==> config.mk <==
export PLATFORM = sky130hd
export DESIGN_NAME = prefix_add_nibble_sequencer
export DESIGN_NICKNAME = d
export VERILOG_FILES = /design/src/rtl/prefix_add_nibble_sequencer.sv
export SDC_FILE = /design/constraint.sdc
export NUM_CORES = 1
export LEC_CHECK = 0
export ABC_CLOCK_PERIOD_IN_PS = 3200
export BUFFER_PORTS_ARGS = -buffer_cell sky130_fd_sc_hd__buf_4
export CAP_MARGIN = 10
export CORE_MARGIN = 2
export CORE_UTILIZATION = 54
export DETAILED_ROUTE_END_ITERATION = 16
export PLACE_DENSITY = 0.79
export SYNTH_ARGS = -nofsm -noshare
export SYNTH_HDL_FRONTEND = slang
export SYNTH_SLANG_ARGS = --single-unit
==> constraint.sdc <==
create_clock -name clk -period 3.2 [get_ports clk]
set_input_delay 0.96 -clock clk [delete_from_list [all_inputs] [get_ports clk]]
set_output_delay 0.96 -clock clk [all_outputs]
set_load 0.02 [all_outputs]
==> src/rtl/prefix_add_nibble_sequencer.sv <==
// prefix_add_nibble_sequencer
//   Multi-cycle wide adder controller. One WIDTH-bit operand pair is accepted over a
//   valid/ready handshake and summed one nibble per cycle (LSB first) through a single
//   4-bit prefix-adder slice, with the inter-nibble carry held in a register. The
//   registered result is returned over a second valid/ready handshake.
//
//   Optional feature macro: ADDSEQ_SUB_EN
//     Adds a `sub` input. When sub=1 at the accept edge, ~b is latched and the carry
//     register is seeded with 1, so the result is a-b (cin ignored). In that case
//     cout=1 means no borrow.

module prefix_add_nibble_sequencer #(
    parameter int unsigned WIDTH = 16
) (
    input  logic             clk,
    input  logic             rst_n,
    input  logic             in_valid,
    output logic             in_ready,
    input  logic [WIDTH-1:0] a,
    input  logic [WIDTH-1:0] b,
    input  logic             cin,
`ifdef ADDSEQ_SUB_EN
    input  logic             sub,
`endif
    output logic             out_valid,
    input  logic             out_ready,
    output logic [WIDTH-1:0] sum,
    output logic             cout,
    output logic             busy
);

    localparam int unsigned NIBBLES = WIDTH / 4;
    localparam int unsigned IDX_W   = (NIBBLES > 1) ? $clog2(NIBBLES) : 1;
    localparam logic [IDX_W-1:0] LAST_IDX = IDX_W'(NIBBLES - 1);

    // Reject widths the nibble slicing cannot represent.
    if ((WIDTH < 4) || ((WIDTH % 4) != 0)) begin : gen_width_check
        $error("prefix_add_nibble_sequencer: WIDTH must be a multiple of 4 and >= 4");
    end

    typedef enum logic [1:0] {
        StIdle,
        StRun,
        StDone
    } state_e;

    state_e             state_q, state_d;
    logic [WIDTH-1:0]   a_q, a_d;
    logic [WIDTH-1:0]   b_q, b_d;
    logic               carry_q, carry_d;
    logic [IDX_W-1:0]   idx_q, idx_d;
    logic [WIDTH-1:0]   sum_q, sum_d;
    logic               cout_q, cout_d;

    // Current slice operands and results.
    logic [3:0]         nib_a;
    logic [3:0]         nib_b;
    logic [3:0]         nib_p;
    logic [3:0]         nib_g;
    logic [3:0]         nib_cv;
    logic               nib_co;
    logic [3:0]         nib_s;

    // Operand B and carry seed as they will be latched on the accept edge.
    logic [WIDTH-1:0]   b_load;
    logic               carry_load;

    // Select the operand seeding (plain add, or two's-complement subtract when enabled).
    always_comb begin
        b_load     = b;
        carry_load = cin;
`ifdef ADDSEQ_SUB_EN
        if (sub) begin
            b_load     = ~b;
            carry_load = 1'b1;
        end
`endif
    end

    // 4-bit prefix slice: per-bit propagate/generate, carries expanded in P/G form.
    always_comb begin
        nib_a = a_q[{idx_q, 2'b00} +: 4];
        nib_b = b_q[{idx_q, 2'b00} +: 4];
        nib_p = nib_a ^ nib_b;
        nib_g = nib_a & nib_b;

        nib_cv[0] = carry_q;
        nib_cv[1] = nib_g[0]
                  | (nib_p[0] & carry_q);
        nib_cv[2] = nib_g[1]
                  | (nib_p[1] & nib_g[0])
                  | (nib_p[1] & nib_p[0] & carry_q);
        nib_cv[3] = nib_g[2]
                  | (nib_p[2] & nib_g[1])
                  | (nib_p[2] & nib_p[1] & nib_g[0])
                  | (nib_p[2] & nib_p[1] & nib_p[0] & carry_q);
        nib_co    = nib_g[3]
                  | (nib_p[3] & nib_g[2])
                  | (nib_p[3] & nib_p[2] & nib_g[1])
                  | (nib_p[3] & nib_p[2] & nib_p[1] & nib_g[0])
                  | (nib_p[3] & nib_p[2] & nib_p[1] & nib_p[0] & carry_q);

        nib_s = nib_p ^ nib_cv;
    end

    // Next-state and datapath update: accept in idle, one nibble per run cycle, hold in done.
    always_comb begin
        state_d = state_q;
        a_d     = a_q;
        b_d     = b_q;
        carry_d = carry_q;
        idx_d   = idx_q;
        sum_d   = sum_q;
        cout_d  = cout_q;

        unique case (state_q)
            StIdle: begin
                if (in_valid) begin
                    a_d     = a;
                    b_d     = b_load;
                    carry_d = carry_load;
                    idx_d   = '0;
                    sum_d   = '0;
                    cout_d  = 1'b0;
                    state_d = StRun;
                end
            end
            StRun: begin
                sum_d[{idx_q, 2'b00} +: 4] = nib_s;
                carry_d = nib_co;
                if (idx_q == LAST_IDX) begin
                    // Last nibble: capture the final carry, idx stays put.
                    cout_d  = nib_co;
                    state_d = StDone;
                end else begin
                    idx_d = idx_q + 1'b1;
                end
            end
            StDone: begin
                if (out_ready) begin
                    state_d = StIdle;
                end
            end
            default: begin
                state_d = StIdle;
            end
        endcase
    end

    // State and datapath registers; reset discards any in-flight operation.
    always_ff @(posedge clk or negedge rst_n) begin
        if (!rst_n) begin
            state_q <= StIdle;
            a_q     <= '0;
            b_q     <= '0;
            carry_q <= 1'b0;
            idx_q   <= '0;
            sum_q   <= '0;
            cout_q  <= 1'b0;
        end else begin
            state_q <= state_d;
            a_q     <= a_d;
            b_q     <= b_d;
            carry_q <= carry_d;
            idx_q   <= idx_d;
            sum_q   <= sum_d;
            cout_q  <= cout_d;
        end
    end

    // Handshake and status outputs decoded from the state register.
    always_comb begin
        in_ready  = (state_q == StIdle);
        out_valid = (state_q == StDone);
        busy      = (state_q != StIdle);
        sum       = sum_q;
        cout      = cout_q;
    end

endmodule

### Word-level counts from Yosys, hierarchy flattened

Cells that the tools add are included.

* register bits: 54
* input bits: 37
* output and inout port bits: 20
* logic and storage cells: 72

* add/subtract/negate cells: 2
* eq/ne operators: 7
* shifts and indexed selects: 4
* mux-type cells: 15
* bitwise gates (word level): 29
* reduce and logical (&&, ||, !) cells: 8

Operators with widths (number)
* 16-bit one-hot mux with 2 select lines: 1
* 16-bit by 5-bit indexed part select with 4-bit output: 2
* 1-bit AND: 16
* 16-bit bitwise mux: 1
* 16-bit two-way mux: 1
* 4-bit by 6-bit variable shift with 16-bit output (first input constant): 1
* 4-bit by 6-bit indexed part select with 16-bit output: 1
* 2-bit two-way mux: 5
* 1-bit OR: 10
* 3-bit AND reduction: 3
* 4-bit bitwise XOR: 2
* 2-bit inequality test (second input constant): 3
* 4-bit negation with 6-bit output: 1
* 2-bit one-hot mux with 3 select lines: 1
* 4-bit AND: 1
* 2-bit == test (second input constant): 2
* 1-bit one-hot mux with 2 select lines: 2
* 2-bit one-hot mux with 2 select lines: 1
* 2-bit AND reduction: 2
* 2-bit nonzero test: 2
* 1-bit two-way mux: 3
* 2-bit by 1-bit adder with 2-bit output (second input constant): 1
* 2-bit by 1-bit == test with 1-bit output (second input constant): 1
* 2-bit zero test: 1
* 2-bit by 1-bit inequality test with 1-bit output (second input constant): 1

### Longest topological paths before layout

Gate-level depths: netlist (run 1).

* depth after elaboration: 10
* mapped depth: 8
* depth with buffers taken out: 6

### Worst setup path before layout (run 1)

No wires, ideal clock.

* kind: flip-flop to flip-flop
* from: register idx_q[0]
* to: register sum_q[11] (netlist: sum[11])
* setup time: 0.121 ns
* arrival time: 2.578 ns
* data required time: 3.079 ns
* path slack: 0.501 ns
* stages on the path, launching flop included: 9
* buffers on the path: 2
* period minus slack after synthesis: 2.699 ns
* cell sequence: dfrtp_1 buf_2 buf_2 mux4_2 ha_1 a21o_1 a2111oi_4 nor4_4 a22o_1

* longest elaborated chain between the ends: 10
* elaborated cells on any way between the ends: 25
* those cells by class: add/sub: 1; shift: 4; mux: 2; bitwise: 18

Ends and longest elaborated chain
* start, declared: line 51 `logic [IDX_W-1:0] idx_q, idx_d;`
* start signal, assigned: line 165 `idx_q <= idx_d;`
* 16-bit by 5-bit indexed part select with 4-bit output (on tied branches): line 82, 83
* 4-bit bitwise XOR / 4-bit AND (equally long branches): line 84, 85
* 1-bit AND (on tied branches): line 94, 95, 96
* 1-bit OR, or another cell as far along: line 94 `| (nib_p[2] & nib_g[1])`
* 1-bit OR / 1-bit AND (equally long branches): line 95, 96
* 1-bit OR: line 96 `| (nib_p[2] & nib_p[1] & nib_p[0] & carry_q);`
* 4-bit bitwise XOR: line 103 `nib_s = nib_p ^ nib_cv;`
* 4-bit by 6-bit indexed part select with 16-bit output: line 129 `sum_d[{idx_q, 2'b00} +: 4] = nib_s;`
* 16-bit bitwise mux *: line 129
* 16-bit one-hot mux with 2 select lines *: line 116 `unique case (state_q)`
* end signal, assigned: line 166 `sum_q <= sum_d;`
* end, declared: line 52 `logic [WIDTH-1:0] sum_q, sum_d;`

Mark *: on every way between the ends. The rest lies on a longest branch, timed or not.
A chain may end at the register's enable or synchronous reset.

### Final worst setup path (run 1)

* from: register idx_q[0]
* to: register sum_q[7] (netlist: sum[7])

Same word-level chain as after synthesis.

==> results of run 1 <==
per-layer routing:
metal,global-route usage,vias to the layer above,routed length [um]
met4,0.0424,0,45
met1,0.270,871,2160
met3,0.0453,5,178
li1,-,798,-
met2,0.347,36,2540
met5,0,-,0
state kept, by name, indices dropped and copies added, names as in the netlist:
signal   count
a_q         16
b_q         16
carry_q      1
cout         1
idx_q        2
state_q      2
sum         16
critical path, cell delays in order (launching register included):
cell	delay (ps)
dfrtp_1	450
buf_4	270
mux4_2	540
ha_1	370
a21oi_1	190
nor2b_1	110
nor4_4	310
a22o_1	200
cell families after synthesis:
kind of cell,synth area share
adders and majority gates,0.0510
and+or+nand+nor,0.0722
buffers and inverters,0.0289
xor gates and xnor gates,0.00674
muxes,0.208
AOI/OAI and AO/OA,0.113
DFF,0.520
worst paths after layout:
check | start | to | cells after the start
setup reg to reg | idx_q[0]$_DFFE_PN0P_ | sum[7]$_DFFE_PN0P_ | 7
setup / recovery | idx_q[0]$_DFFE_PN0P_ | sum[7]$_DFFE_PN0P_ | 7
hold / removal | cout$_DFFE_PN0P_ | cout$_DFFE_PN0P_ | 2
max in group asynchronous | rst_n | sum[1]$_DFFE_PN0P_ | 1
hold reg to reg | cout$_DFFE_PN0P_ | cout$_DFFE_PN0P_ | 2
min in group asynchronous | rst_n | a_q[7]$_DFFE_PN0P_ | 1
final cells by class:
| type | instances | area [um2] |
|---|---|---|
| inverter | 5 | 18.8 |
| clock inverter | 3 | 40.0 |
| tap | 54 | 67.6 |
| timing repair buffer | 59 | 443 |
| fill | 351 | 1530 |
| multi-input combinational | 116 | 1170 |
| sequential | 54 | 1350 |
| clock buffer | 5 | 68.8 |
synthesized netlist by cell type:
master,count
a21o_2,1
nor4_4,1
a21o_1,6
and4_4,1
xnor2_1,1
mux2_1,1
xor2_1,1
or2_1,1
mux4_2,8
nand2_1,8
a2111oi_4,1
o21bai_1,1
o21ai_0,2
nor3_2,1
dfrtp_1,54
nor3_1,4
a22o_1,19
o221ai_1,1
nor2_4,1
nand3b_1,1
buf_2,3
inv_1,5
nor2_1,2
mux2_2,31
ha_1,9
fa_1,1
buf_6,3
nand2b_1,6
nor4_2,1
clkbuf_1,2
nor2b_1,1
a21oi_1,4
nor4_1,1
metrics by stage:
| step | area (um2) | utilization | cells | power, mW |
|---|---|---|---|---|
| floorplan | 2600 | - | 183 | 2.77 |
| global placement | 3050 | 0.651 | 288 | 3.24 |
| detailed placement | 3050 | 0.651 | 288 | 3.29 |
| CTS | 3160 | 0.674 | 296 | 3.75 |
| global route | 3160 | 0.674 | 296 | 3.99 |
| finish | 3160 | 0.674 | 296 | 3.72 |
cell usage in the layout (no fill, tap or decap), types with 2 or more instances in the layout:
cell type  netlist  final
a21oi_1          4      4
mux2_2          31     31
mux4_2           8      8
clkinv_2         0      2
nor2_1           2      2
clkbuf_8         0      5
a22o_1          19     19
buf_4            0     59
ha_1             9      9
nand2_1          8      8
nand2b_1         6      6
dfrtp_1         54     54
nor3_1           4      4
o21ai_0          2      2
inv_1            5      5
a21o_1           6      6
power by group through the flow:
stage | logic (mW) | clock network [mW] | registers, mW
floorplan | 1.58 | 0 | 1.18
global placement | 2.04 | 0 | 1.20
detailed placement | 2.08 | 0 | 1.21
finish | 2.08 | 0.445 | 1.19
global route | 2.27 | 0.488 | 1.24
CTS | 2.09 | 0.453 | 1.20
==> impl_metrics.csv, run 1 <==
group,metric,value,unit
outcome,status,"finished clean",
clock_tree,root_buffer,"clkbuf_8",
placement,dp_hpwl,3.70,mm
grt,grt_max_degree,55,
floorplanning,rows,25,
worst_setup_path,required,3440,ps
cells_and_area,layout.nets,288,
synth,yosysTopAreaCellShare,0.520,
clock_tree,clockBufferDepth,2,
synth,netlist_top_cells_area,"dfrtp_1 52%, mux2_2 13%, mux4_2 6.9%",
pwr,irDropWorstVdd,0.000598,V
floorplanning,dieArea,5380,um2
routing,drt_wl_total,4.92,mm
sta,worst_pin_slew,674,ps
sta,whs,491,ps
sta,min_period_over_period,0.779,
clock_tree,clk_latency,300,ps
routing,firstDrtPassIters,4,
sta,clock_skew,7.04,ps
pwr,switchingPower,1.48,mW
worst_setup_path,crit_type,"flop to flop",
routing,drc,0,
pwr,powerDensity,1180,nW/um2
floorplanning,core,4690,um2
clock_tree,hold_buffers,0,
sta,finalSetupViolCount,0,
floorplanning,dieWidth,73.4,um
clock_tree,ctsResizeCount,0,
cells_and_area,drive_gt1_frac,0.467,
sta,hold_viol,0,
synth,synth.largest_area_cell,"dfrtp_1",
floorplanning,fp.dieH,73.4,um
worst_setup_path,reg2reg_slack,710,ps
synth,syn_inst,183,
sta,report.final.slew_viol_count,0,
clock_tree,cts_tree,"built",
synth,syn_avg_cell_area,14.2,um2
synth,synth_cell_types,33,
placement,preCtsSetupSlack,733,ps
pwr,internal-power,2.24,mW
routing,num_vias,1710,
sta,min_period,2490,ps
placement,port_buffers,56,
grt,grt_pass1_wl,8.29,mm
grt,antenna_found_initial,0,
sta,fmax,401,MHz
clock_tree,h-tree-depth,2,
pwr,pwr-share-seq,0.321,
routing,via_per_inst,5.78,
sta,slew_headroom,0.547,
placement,gp_congestion,0.802,
sta,finalWorstSetupSlack,708,ps
clock_tree,path_clk_slew,90,ps
pwr,p_leak,1.49,nW
job,maxCapViolCount,0,
worst_setup_path,path_max_fanout,14,
grt,grt_usage,0.204,
synth,seq_area_frac_synth,0.520,
pwr,comb_power_share,0.559,
floorplanning,io_pins,57,
routing,antenna_left,0,
routing,first_iter_violations,110,
synth,syn-num-nets,230,
synth,ys_seq_elements,54,
pwr,switching_share,0.398,
clock_tree,postCtsSetupBuffers,0,
routing,wl_per_cell,16.6,um
clock_tree,cts_made_buffers,5,
sta,finalSetupTns,0,ps
grt,grt_overflow,0,
worst_hold_path,worstHoldPathType,"flop to flop",
worst_setup_path,worstSetupStartpointType,"flop",
worst_setup_path,worst_ep_arrival_time,2730,ps
pwr,pwr-share-clk,0.120,
cells_and_area,syn2layout_area_growth,21.7,%
synth,netlist_area,2600,um2
clock_tree,cts_num_sinks,54,
cells_and_area,num_antenna_cells,0,
synth,yosys_warnings,0,
floorplanning,start_util,0.554,
worst_setup_path,cp-end-kind,"flop",
grt,grt_pass1_vias,1733,
sta,rsz0062_at_grt,"no",
Note: power is estimated with default switching activity, not from simulation.
==> run 2, diff against run 1 <==
- ABC_CLOCK_PERIOD_IN_PS: 3200 -> 2200
- CORE_UTILIZATION: 54 -> 49
- PLACE_DENSITY: 0.79 -> 0.76
- clock period: 3.2 -> 2.2 ns (I/O delays scaled with it)
==> run 2 against run 1 <==
Effect of this change: the run now ends with negative setup slack left; via count is 4.2% higher; non-clock buffer count is 15 higher; clock skew is 1.5 ps higher; worst setup slack worse by 870 ps; first-iteration DRC count is 21% lower; core utilization is 0.067 points lower; combinational power is 100% higher; routed wire length is 7.4% higher; global-route usage is 0.87 points lower; hold slack worse by 130 ps; critical path type unchanged; largest cell class unchanged.
==> impl_metrics.csv, run 2 (synthesis results as in run 1) <==
group,metric,value,unit
outcome,status,"complete, but fails checks",
outcome,failed_checks,"negative setup slack",
placement,port_buffers,56,
clock_tree,cts_made_buffers,5,
grt,grt_pass1_vias,1863,
clock_tree,cts_num_sinks,54,
worst_setup_path,crit_type,"flop to flop",
worst_setup_path,worstSetupStartpoint,"idx_q[0]$_DFFE_PN0P_",
pwr,internal-power,4.02,mW
placement,preCtsSetupSlack,-182,ps
sta,finalWorstSetupSlack,-158,ps
sta,slew_headroom,0.553,
placement,postPlaceCellArea,3200,um2
floorplanning,dieWidth,76.8,um
routing,firstDrtPassIters,4,
clock_tree,clk_latency,310,ps
worst_setup_path,worstSetupStartpointType,"flop",
clock_tree,root_buffer,"clkbuf_8",
worst_setup_path,r2r-start,"idx_q[0]$_DFFE_PN0P_",
sta,fmax,424,MHz
routing,drt_wl_total,5.29,mm
cells_and_area,drive_gt1_frac,0.529,
clock_tree,h-tree-depth,2,
sta,min_period,2360,ps
sta,min_period_over_period,1.07,
sta,report.final.slew_viol_count,0,
sta,worst_pin_slew,670,ps
routing,antenna_left,0,
cells_and_area,layout_commonest_cell,"buf_4",
pwr,switchingPower,2.54,mW
worst_setup_path,cp-end-kind,"flop",
routing,num_vias,1782,
pwr,comb_power_share,0.632,
pwr,pwr-share-clk,0.103,
floorplanning,io_pins,57,
sta,rsz0062_at_grt,"yes",
pwr,p_leak,1.59,nW
placement,dp_hpwl,3.94,mm
floorplanning,core,5110,um2
clock_tree,path_clk_slew,100,ps
cells_and_area,syn2layout_area_growth,32.3,%
cells_and_area,num_antenna_cells,0,
pwr,irDropWorstVdd,0.000985,V
grt,antenna_found_initial,0,
pwr,pwr-share-seq,0.265,
worst_hold_path,worstHoldPathType,"primary input to asynchronous set/reset pin",
cells_and_area,final_area,3440,um2
worst_setup_path,worst_ep_arrival_time,2570,ps
job,maxCapViolCount,0,
worst_setup_path,path_max_fanout,7,
pwr,powerDensity,1910,nW/um2
worst_setup_path,required,2410,ps
floorplanning,rows,26,
sta,finalSetupViolCount,14,
routing,wl_per_cell,16.2,um
clock_tree,clockBufferDepth,2,
cells_and_area,layout.nets,303,
placement,gp_congestion,0.786,
floorplanning,fp.dieH,76.8,um
grt,grt_overflow,0,
pwr,switching_share,0.387,
grt,grt_pass1_wl,9.11,mm
cells_and_area,final_cell_mix,"68 x buf_4, 54 x dfrtp_1, 31 x mux2_2",
floorplanning,dieArea,5900,um2
floorplanning,start_util,0.509,
routing,first_iter_violations,87,
routing,via_per_inst,5.45,
clock_tree,cts_tree,"built",
sta,clock_skew,8.50,ps
clock_tree,hold_buffers,0,
grt,grt_usage,0.195,
sta,hold_viol,0,
routing,drc,0,
sta,whs,358,ps
sta,finalSetupTns,-1490,ps
grt,grt_max_degree,55,
-- run 2: path summary, 6_finish.rpt --
kind	endpoint	slack, ps	cells after the start
setup / recovery	sum[7]$_DFFE_PN0P_	-160	7
hold / removal	state_q[1]$_DFFE_PN0P_	360	1
setup reg to reg	sum[7]$_DFFE_PN0P_	-160	7
hold reg to reg	cout$_DFFE_PN0P_	510	2
max in group asynchronous	cout$_DFFE_PN0P_	1370	1
min in group clk	cout$_DFFE_PN0P_	510	2
-- run 2: cell type report --
type / instances / area (um2)
clock buffers: 5 / 68.8
clock inverters: 3 / 43.8
fillers: 396 / 1670
inverters: 5 / 18.8
multi-input cells: 116 / 1270
flip-flops and latches: 54 / 1350
well taps: 70 / 87.6
repair buffers: 74 / 596
-- run 2: layer usage --
layer,wire length [um],vias to the layer above,share of wire,track usage
met5,0,-,0,0
met4,78,0,0.015,0.0545
met3,218,8,0.041,0.0388
met2,2660,46,0.50,0.329
met1,2330,904,0.44,0.258
li1,-,824,-,-
-- run 2: repair_timing --
item | 4_1_cts | 5_1_grt
hold endpoints to repair | 0 | 0
setup endpoints to repair | 14 | 14
setup buffers | 4 | 3
gates resized for setup | 5 | 10
pin swaps | 2 | 6
cloned | 0 | 0
-- run 2: worst max-delay path, stage by stage, from the launching register on --
cell	delay [ps]
dfrtp_1	400
buf_12	140
mux4_2	560
ha_4	270
a21o_1	190
a2111oi_4	380
nor4_4	110
a22o_1	220
-- run 2: stage by stage --
| stage | power [mW] | cells | util |
|---|---|---|---|
| 3_5_place_dp | 5.34 | 314 | 0.627 |
| 6_report | 6.56 | 327 | 0.673 |
| 4_1_cts | 6.24 | 326 | 0.661 |
| 5_1_grt | 6.98 | 327 | 0.673 |
| 2_1_floorplan | 4.20 | 183 | - |
| 3_3_place_gp | 5.20 | 314 | 0.627 |
-- run 2: power by group through the flow --
| stage | Combinational [mW] | Clock (mW) | Sequential, mW |
|---|---|---|---|
| floorplan | 2.48 | 0 | 1.72 |
| global placement | 3.46 | 0 | 1.73 |
| detailed placement | 3.58 | 0 | 1.76 |
| CTS | 3.82 | 0.686 | 1.74 |
| global route | 4.45 | 0.736 | 1.80 |
| finish | 4.15 | 0.676 | 1.74 |
